$ cat src/rtl/vx_exec_splitter_pkg.sv
// Shared widths and types for the execute-splitter slice: instruction field
// widths, operand argument struct, splitter FSM states and partition helpers.
package vx_exec_splitter_pkg;

  localparam int UUID_WIDTH    = 16;
  localparam int VL_WIDTH      = 2;
  localparam int NW_WIDTH      = 2;
  localparam int PC_BITS       = 32;
  localparam int INST_ALU_BITS = 4;
  localparam int NR_BITS       = 6;
  localparam int XLEN          = 32;

  typedef struct packed {
    logic        use_pc;
    logic        use_imm;
    logic [19:0] imm;
  } op_args_t;

  localparam int OP_ARGS_BITS = $bits(op_args_t);

  typedef enum logic {
    ST_IDLE = 1'b0,
    ST_SEND = 1'b1
  } split_state_e;

  function automatic int pid_count(input int num_threads, input int num_lanes);
    return num_threads / num_lanes;
  endfunction

  // Width of an index over n items, never narrower than one bit.
  function automatic int log2up(input int n);
    return (n > 1) ? $clog2(n) : 1;
  endfunction

endpackage

$ cat src/rtl/vx_exec_splitter_chunk_scan.sv
// Finds the lowest set chunk-mask bit strictly above cur_pid, or the lowest set
// bit overall when from_start is high. Purely combinational.
module vx_exec_splitter_chunk_scan #(
  parameter int PID_COUNT = 4,
  parameter int PID_WIDTH = 2
) (
  input  logic [PID_COUNT-1:0] cmask,
  input  logic [PID_WIDTH-1:0] cur_pid,
  input  logic                 from_start,
  output logic [PID_WIDTH-1:0] next_pid,
  output logic                 has_next
);

  // Walk from the top down so the lowest qualifying bit is the last one written.
  always_comb begin
    next_pid = '0;
    has_next = 1'b0;
    for (int p = PID_COUNT - 1; p >= 0; p--) begin
      if (cmask[p] && (from_start || (PID_WIDTH'(p) > cur_pid))) begin
        next_pid = PID_WIDTH'(p);
        has_next = 1'b1;
      end
    end
  end

endmodule

$ cat src/rtl/vx_exec_splitter.sv
// Serializes one full-warp operation into NUM_LANES-wide execute beats,
// skipping partitions whose thread-mask slice is empty.
module vx_exec_splitter
  import vx_exec_splitter_pkg::*;
#(
  parameter  int NUM_THREADS = 8,
  parameter  int NUM_LANES   = 2,
  localparam int PID_COUNT   = pid_count(NUM_THREADS, NUM_LANES),
  localparam int PID_WIDTH   = log2up(PID_COUNT)
) (
  input  logic                           clk,
  input  logic                           reset,
  input  logic                           in_valid,
  output logic                           in_ready,
  input  logic [UUID_WIDTH-1:0]          in_uuid,
  input  logic [VL_WIDTH-1:0]            in_lid,
  input  logic [NW_WIDTH-1:0]            in_wid,
  input  logic [NUM_THREADS-1:0]         in_tmask,
  input  logic [PC_BITS-1:0]             in_PC,
  input  logic [INST_ALU_BITS-1:0]       in_op_type,
  input  logic [OP_ARGS_BITS-1:0]        in_op_args,
  input  logic                           in_wb,
  input  logic [NR_BITS-1:0]             in_rd,
  input  logic [NUM_THREADS*XLEN-1:0]    in_rs1_data,
  input  logic [NUM_THREADS*XLEN-1:0]    in_rs2_data,
  input  logic [NUM_THREADS*XLEN-1:0]    in_rs3_data,
  output logic                           execute_if_valid,
  input  logic                           execute_if_ready,
  output logic [UUID_WIDTH-1:0]          execute_if_uuid,
  output logic [VL_WIDTH-1:0]            execute_if_lid,
  output logic [NW_WIDTH-1:0]            execute_if_wid,
  output logic [NUM_LANES-1:0]           execute_if_tmask,
  output logic [PC_BITS-1:0]             execute_if_PC,
  output logic [INST_ALU_BITS-1:0]       execute_if_op_type,
  output logic [OP_ARGS_BITS-1:0]        execute_if_op_args,
  output logic                           execute_if_wb,
  output logic [NR_BITS-1:0]             execute_if_rd,
  output logic [NUM_LANES*XLEN-1:0]      execute_if_rs1_data,
  output logic [NUM_LANES*XLEN-1:0]      execute_if_rs2_data,
  output logic [NUM_LANES*XLEN-1:0]      execute_if_rs3_data,
  output logic [PID_WIDTH-1:0]           execute_if_pid,
  output logic                           execute_if_sop,
  output logic                           execute_if_eop,
  output logic                           dbg_state
);

  split_state_e           state, state_n;
  logic [PID_WIDTH-1:0]   pid, pid_n;
  logic                   first, first_n;
  logic [PID_COUNT-1:0]   in_cmask, cmask_q;
  logic [PID_WIDTH-1:0]   first_pid, next_pid;
  logic                   first_found, has_next;
  logic                   in_fire, beat_fire;

  logic [UUID_WIDTH-1:0]       uuid_q;
  logic [VL_WIDTH-1:0]         lid_q;
  logic [NW_WIDTH-1:0]         wid_q;
  logic [NUM_THREADS-1:0]      tmask_q;
  logic [PC_BITS-1:0]          pc_q;
  logic [INST_ALU_BITS-1:0]    op_type_q;
  logic [OP_ARGS_BITS-1:0]     op_args_q;
  logic                        wb_q;
  logic [NR_BITS-1:0]          rd_q;
  logic [NUM_THREADS*XLEN-1:0] rs1_q, rs2_q, rs3_q;

  always_comb begin
    in_cmask = '0;
    for (int p = 0; p < PID_COUNT; p++) begin
      in_cmask[p] = |in_tmask[p*NUM_LANES +: NUM_LANES];
    end
  end

  vx_exec_splitter_chunk_scan #(.PID_COUNT(PID_COUNT), .PID_WIDTH(PID_WIDTH)) u_first_scan (
    .cmask      (in_cmask),
    .cur_pid    ('0),
    .from_start (1'b1),
    .next_pid   (first_pid),
    .has_next   (first_found)
  );

  vx_exec_splitter_chunk_scan #(.PID_COUNT(PID_COUNT), .PID_WIDTH(PID_WIDTH)) u_next_scan (
    .cmask      (cmask_q),
    .cur_pid    (pid),
    .from_start (1'b0),
    .next_pid   (next_pid),
    .has_next   (has_next)
  );

  // An all-zero mask finds nothing and falls back to pid 0 as a single beat.
  assign execute_if_eop = !has_next;
  assign beat_fire      = execute_if_valid && execute_if_ready;
  assign in_fire        = in_valid && in_ready;

  always_comb begin
    state_n          = state;
    pid_n            = pid;
    first_n          = first;
    in_ready         = 1'b0;
    execute_if_valid = 1'b0;
    case (state)
      ST_IDLE: in_ready = 1'b1;
      ST_SEND: begin
        execute_if_valid = 1'b1;
        in_ready         = execute_if_ready && execute_if_eop;
        if (beat_fire) begin
          if (execute_if_eop) begin
            state_n = ST_IDLE;
          end else begin
            pid_n   = next_pid;
            first_n = 1'b0;
          end
        end
      end
      default: state_n = ST_IDLE;
    endcase
    // A capture overrides the eop return to IDLE, giving bubble-free back-to-back ops.
    if (in_fire) begin
      state_n = ST_SEND;
      pid_n   = first_found ? first_pid : '0;
      first_n = 1'b1;
    end
  end

  always_ff @(posedge clk) begin
    if (reset) begin
      state <= ST_IDLE;
      pid   <= '0;
      first <= 1'b0;
    end else begin
      state <= state_n;
      pid   <= pid_n;
      first <= first_n;
    end
  end

  always_ff @(posedge clk) begin
    if (in_fire) begin
      cmask_q   <= in_cmask;
      uuid_q    <= in_uuid;
      lid_q     <= in_lid;
      wid_q     <= in_wid;
      tmask_q   <= in_tmask;
      pc_q      <= in_PC;
      op_type_q <= in_op_type;
      op_args_q <= in_op_args;
      wb_q      <= in_wb;
      rd_q      <= in_rd;
      rs1_q     <= in_rs1_data;
      rs2_q     <= in_rs2_data;
      rs3_q     <= in_rs3_data;
    end
  end

  always_comb begin
    execute_if_tmask    = '0;
    execute_if_rs1_data = '0;
    execute_if_rs2_data = '0;
    execute_if_rs3_data = '0;
    for (int p = 0; p < PID_COUNT; p++) begin
      if (pid == PID_WIDTH'(p)) begin
        execute_if_tmask    = tmask_q[p*NUM_LANES +: NUM_LANES];
        execute_if_rs1_data = rs1_q[p*NUM_LANES*XLEN +: NUM_LANES*XLEN];
        execute_if_rs2_data = rs2_q[p*NUM_LANES*XLEN +: NUM_LANES*XLEN];
        execute_if_rs3_data = rs3_q[p*NUM_LANES*XLEN +: NUM_LANES*XLEN];
      end
    end
  end

  assign execute_if_uuid    = uuid_q;
  assign execute_if_lid     = lid_q;
  assign execute_if_wid     = wid_q;
  assign execute_if_PC      = pc_q;
  assign execute_if_op_type = op_type_q;
  assign execute_if_op_args = op_args_q;
  assign execute_if_wb      = wb_q;
  assign execute_if_rd      = rd_q;
  assign execute_if_pid     = pid;
  assign execute_if_sop     = first;
  assign dbg_state          = state;

endmodule

$ cat config.mk
export PLATFORM = sky130hd
export DESIGN_NAME = vx_exec_splitter
export DESIGN_NICKNAME = d
export VERILOG_FILES = /design/src/rtl/vx_exec_splitter_pkg.sv /design/src/rtl/vx_exec_splitter_chunk_scan.sv /design/src/rtl/vx_exec_splitter.sv
export SDC_FILE = /design/constraint.sdc
export NUM_CORES = 1
export LEC_CHECK = 0
export BUFFER_PORTS_ARGS = -buffer_cell sky130_fd_sc_hd__clkbuf_2
export CORE_AREA = 2 2 442 444
export DETAILED_ROUTE_END_ITERATION = 16
export DIE_AREA = 0 0 444 446
export SLEW_MARGIN = 40
export SYNTH_ARGS = -nofsm -noshare
export SYNTH_HDL_FRONTEND = slang
export SYNTH_SLANG_ARGS = --single-unit
$ cat constraint.sdc
create_clock -name clk -period 24.5 [get_ports clk]
set_clock_uncertainty 0.1 [all_clocks]
set_input_delay 3.675 -clock clk [delete_from_list [all_inputs] [get_ports clk]]
set_output_delay 3.675 -clock clk [all_outputs]
set_load 0.03 [all_outputs]
After elaboration in Yosys (flattened, before gate mapping):

Cells that the tools add are included.

* word-level logic and storage cells: 88
* output and inout bits: 286
* input port bits: 865
* register bits: 869

* equal/unequal tests: 3
* muxes and demuxes: 47
* bitwise gates (word level): 1
* reduce and logical (&&, ||, !) cells: 17
* magnitude comparators: 4

Operators with widths (count)
* 64-bit 2-to-1 mux: 12
* 2-bit 2-to-1 mux: 17
* 1-bit 2-to-1 mux: 17
* 2-bit OR reduction: 4
* 1-bit logical AND: 7
* 2-bit nonzero test: 3
* 2-bit == test, second input constant: 2
* 1-bit by 2-bit > comparator with 1-bit output, first input constant: 2
* 2-bit > comparator, first input constant: 2
* 3-bit AND reduction: 1
* 2-bit by 1-bit == test with 1-bit output, second input constant: 1
* 2-bit zero test: 1
* 1-bit one-hot mux with 2 select lines: 1
* 1-bit zero test: 1
* 1-bit NOT: 1

Depth between registers and ports, before layout:

* word-level depth: 12
* mapped depth: 7
* gate-level depth less buffers: 6

Cells and area by module:

From an unflattened synthesis, not the netlist that was laid out.

* cell total of the unflattened synthesis: 1170
* area, all modules: 31209.9 um2

By module, submodules not included
* vx_exec_splitter: area each 31022.3 um2, cells each 1138, seq. area each 26055.0 um2, instances 1
* vx_exec_splitter_chunk_scan: area each 93.8 um2, cells each 16, seq. area each 0.0 um2, instances 2

Least setup slack after synthesis:

No wires, ideal clock.

* path type: in2reg
* from: input execute_if_ready
* to: register cmask_q[1], enable pin
* buffers on the path: 0
* arrival: 23616 ps
* data required time: 23056 ps
* stages on the path: 3
* path slack: -560 ps
* library setup time: 1344 ps
* cell sequence: nor2_1 -> nor2_1 -> and2_1

* word-level cells in the longest chain between the ends: 3

RTL lines
* from (decl): line vx_exec_splitter.sv:28 `input logic execute_if_ready,`
* 1-bit logical AND: line vx_exec_splitter.sv:104 `in_ready = execute_if_ready && execute_if_eop;`
* 1-bit one-hot mux with 2 select lines: line vx_exec_splitter.sv:100 `case (state)`
* net in_ready: line vx_exec_splitter.sv:14 `output logic in_ready,`
* 1-bit logical AND: line vx_exec_splitter.sv:92 `assign in_fire = in_valid && in_ready;`
* to (signal assigned): line vx_exec_splitter.sv:138 `cmask_q <= in_cmask;`
* to (decl): line vx_exec_splitter.sv:50 `logic [PID_COUNT-1:0] in_cmask, cmask_q;`

The timed path passes the listed nets, and every way through them passes these cells.
A chain may end at the register's enable or synchronous reset.

Worst setup path in the final report:

* from: register pid[0] (netlist: execute_if_pid[0])
* to: output execute_if_rs1_data[5]

* word-level cells in the longest chain between the ends: 5
* elaborated cells on any way between the ends: 8
* classes of those cells: eq/ne (3); mux (4); reduce/logical (1)

RTL lines
* from (decl): line vx_exec_splitter.sv:48 `logic [PID_WIDTH-1:0] pid, pid_n;`
* from (signal assigned): line vx_exec_splitter.sv:131 `pid <= pid_n;`
* 2-bit zero test: line vx_exec_splitter.sv:160 `if (pid == PID_WIDTH'(p)) begin`
* 64-bit 2-to-1 mux (3 in a row): line vx_exec_splitter.sv:160
* 64-bit 2-to-1 mux *: line vx_exec_splitter.sv:160
* to (decl): line vx_exec_splitter.sv:38 `output logic [NUM_LANES*XLEN-1:0] execute_if_rs1_data,`

Mark *: on every way between the ends. The rest lies on a longest branch, timed or not.

==> run metrics <==
Worst Setup SP execute_if_pid[0]; final non-filler cell area 42,900 um2; Crit. End Element output pin; switching pwr 1074 uW; total negative slack 0 ns; layout cells sized above 1 0.6179; Combinational Power Share 0.161; gr usage total 0.1146; run status finished, final reports clean; Clock Latency Late Sink 0.70 ns; FP Rows 162; Reg power frac 0.472; grt ovf 0; die width 444 um; RSZ-0062 raised after global routing no; number of global-route vias before repair 18,070; GP Congestion 0.9241; Initial Util 0.1600; sequential cell area fraction in the yosys report 0.8405; most common cell after layout, fill and taps aside clkbuf_2; H-tree depth reported by CTS 3; cells after synthesis 1,139; kind of critical path flip-flop to output pin; CP Cell Sequence buf_4 > buf_4 > buf_12 > buf_4 > mux4_2 > clkbuf_2; Slew HR 0.4506; Buffers on Ports 1,150; clk slew on worst S/H paths 0.06 ns; final worst slack 16.30 ns; TritonCTS Buffers 95; HP Class flip-flop to flip-flop; WHS 0.4465 ns; CTS Root Cell clkbuf_16; antenna-violating nets left 0; R2R Path Start execute_if_pid[0]; Post-Syn Area 30,960 um2; syn avg cell area 27.19 um2; Core ar. 193,600 um2; final wirelength 118,600 um; Overall Power 3896 uW; #FFs+latches synth 868; VDD IR max 0.05688 mV; Clk pwr share 0.368; clock sinks 868; Fin. Hold Viols 0; DR pass1 iterations 5; P_int 2822 uW; die span in y 446 um; post-synth cell types 32; vias per inst 3.570; PwrDens 90.80 nW/um2; Synth Warn # 0; Post-route DRC 0; post_cts resized 0; top cell type's share of synthesized area 0.8379; first-pass GRT wire length 154,000 um; critical path peak fanout 36; drt initial violations 1,787; Critical Path Max Stage Delay 0.75 ns; net switching fraction of the power 0.2757; pin count of the biggest net entering global routing 90; Via Count 17,860; Clock Path Buffers 3; commonest non-fill, non-tap cells in the layout clkbuf_2 (1,150), edfxtp_1 (864), mux4_2 (194); # fillers 20,170; Worst EP required 20.72 ns; final setup vio count 0; Leakage 0.01570 uW; pre-CTS WS 15.59 ns; Max-Cap Viols 0; post-synthesis to final-layout area growth 38.56%; CTS Hold Buffers Added 0; drt wl/cell 23.71 um; CP arrival 4.42 ns; Tcrit/Tclk final 0.3347; fmax 0.1220 GHz; hpwl dp 94,830 um; DP Area 39,740 um2; initial antenna violation count 76; max-slew violation count 0; # IOs 1,151; Die ar. 198,000 um2; Post-CTS Setup Repair Bufs 0; syn nets 2,004; Setup crit start kind flip-flop; CTS tree yes; ranking of synthesized cells by area edfxtp_1 (84%), mux4_2 (14%), buf_6 (0.55%), buf_2 (0.32%), dfxtp_1 (0.26%); NumNets Final 3,228; minimum clock period 8.199 ns; slew of the pin with the lowest slew margin 0.8241 ns; area leader, netlist edfxtp_1; Critical Path Slowest Stage Cell dfxtp_4; Hold Path Origin execute_if_sop; CP dominant cell by count buf_4
==> flip-flops by register name, summed over array words and instances (netlist names) <==
signal	cells
execute_if_lid	2
execute_if_wb	1
execute_if_uuid	16
execute_if_op_args	22
execute_if_op_type	4
rs1_q	256
execute_if_sop	1
execute_if_PC	32
rs3_q	256
execute_if_pid	2
execute_if_wid	2
tmask_q	8
dbg_state	1
rs2_q	256
cmask_q	3
execute_if_rd	6
==> routing by layer <==
layer | share of wire | global-route usage | vias to the layer above
met4 | 0.027 | 0.03597 | 46
met2 | 0.49 | 0.1893 | 1052
met5 | 0.0025 | 0 | -
met1 | 0.36 | 0.1319 | 9101
met3 | 0.12 | 0.05223 | 217
li1 | - | - | 7440
==> synthesized netlist by cell type <==
master     instances
o21ai_0            1
inv_4              1
nor3_1             1
o22a_1             1
o2111ai_2          1
or2b_1             1
edfxtp_1         864
nand4_1            1
a221oi_1           1
clkbuf_1           4
a221oi_2           1
a211oi_1           1
buf_6             15
buf_4              4
or2_1              1
and2_1             1
o31ai_1            1
nand2_1            1
o21ai_1            1
buf_8              1
buf_2             20
a21oi_2            1
o21ai_2            1
or2_2              1
mux4_2           194
inv_1              4
a21oi_1            2
dfxtp_1            4
nor2_1             6
o32ai_4            1
buf_12             1
o41ai_1            1
==> kinds of logic after synthesis <==
family,count (synthesis),share of synthesized area
AND/OR/NAND/NOR,13,0.002061
AO/OA/AOI/OAI,14,0.004404
multiplexers,194,0.1411
flip-flops,868,0.8405
buffers and inverters,50,0.01196
==> stage by stage <==
step | std cells | utilization
after CTS | 4983 | 0.2212
final | 5002 | 0.2216
after global routing | 4989 | 0.2215
after global placement | 4807 | 0.2052
after floorplan | 1139 | -
after detailed placement | 4807 | 0.2053
==> path summary, 6_finish.rpt <==
kind | slack (ns) | depth (start not counted) | end
max | 16.30 | 6 | execute_if_rs1_data[5]
min reg2reg | 0.45 | 2 | execute_if_sop
max reg2reg | 18.67 | 8 | rs1_q[146]
min | 0.45 | 2 | execute_if_sop
==> power by group through the flow <==
stage               registers (uW)  logic [uW]  clock network (uW)
floorplan                     1930         371                   0
global placement              1860         633                   0
detailed placement            1870         639                   0
CTS                           1840         640                1480
global route                  1850         663                1530
finish                        1840         627                1430
==> layout make-up <==
class,count,area (um2),share of cell area
Inverter,5,21.27,0.0004958
Tap cell,2542,3181,0.07413
Antenna cell,18,45.04,0.001050
Clock buffer,116,2477,0.05774
Sequential cell,868,26030,0.6068
Timing Repair Buffer,1172,5971,0.1392
Clock inverter,60,604.3,0.01409
Multi-Input combinational cell,221,4572,0.1066
==> critical path, delay by kind of cell (launching register included) <==
family   cells  cell delay [ns]
buf+inv      5             2.21
flops        1             0.75
mux          1             0.65
Note: power is estimated with default switching activity, not from simulation.
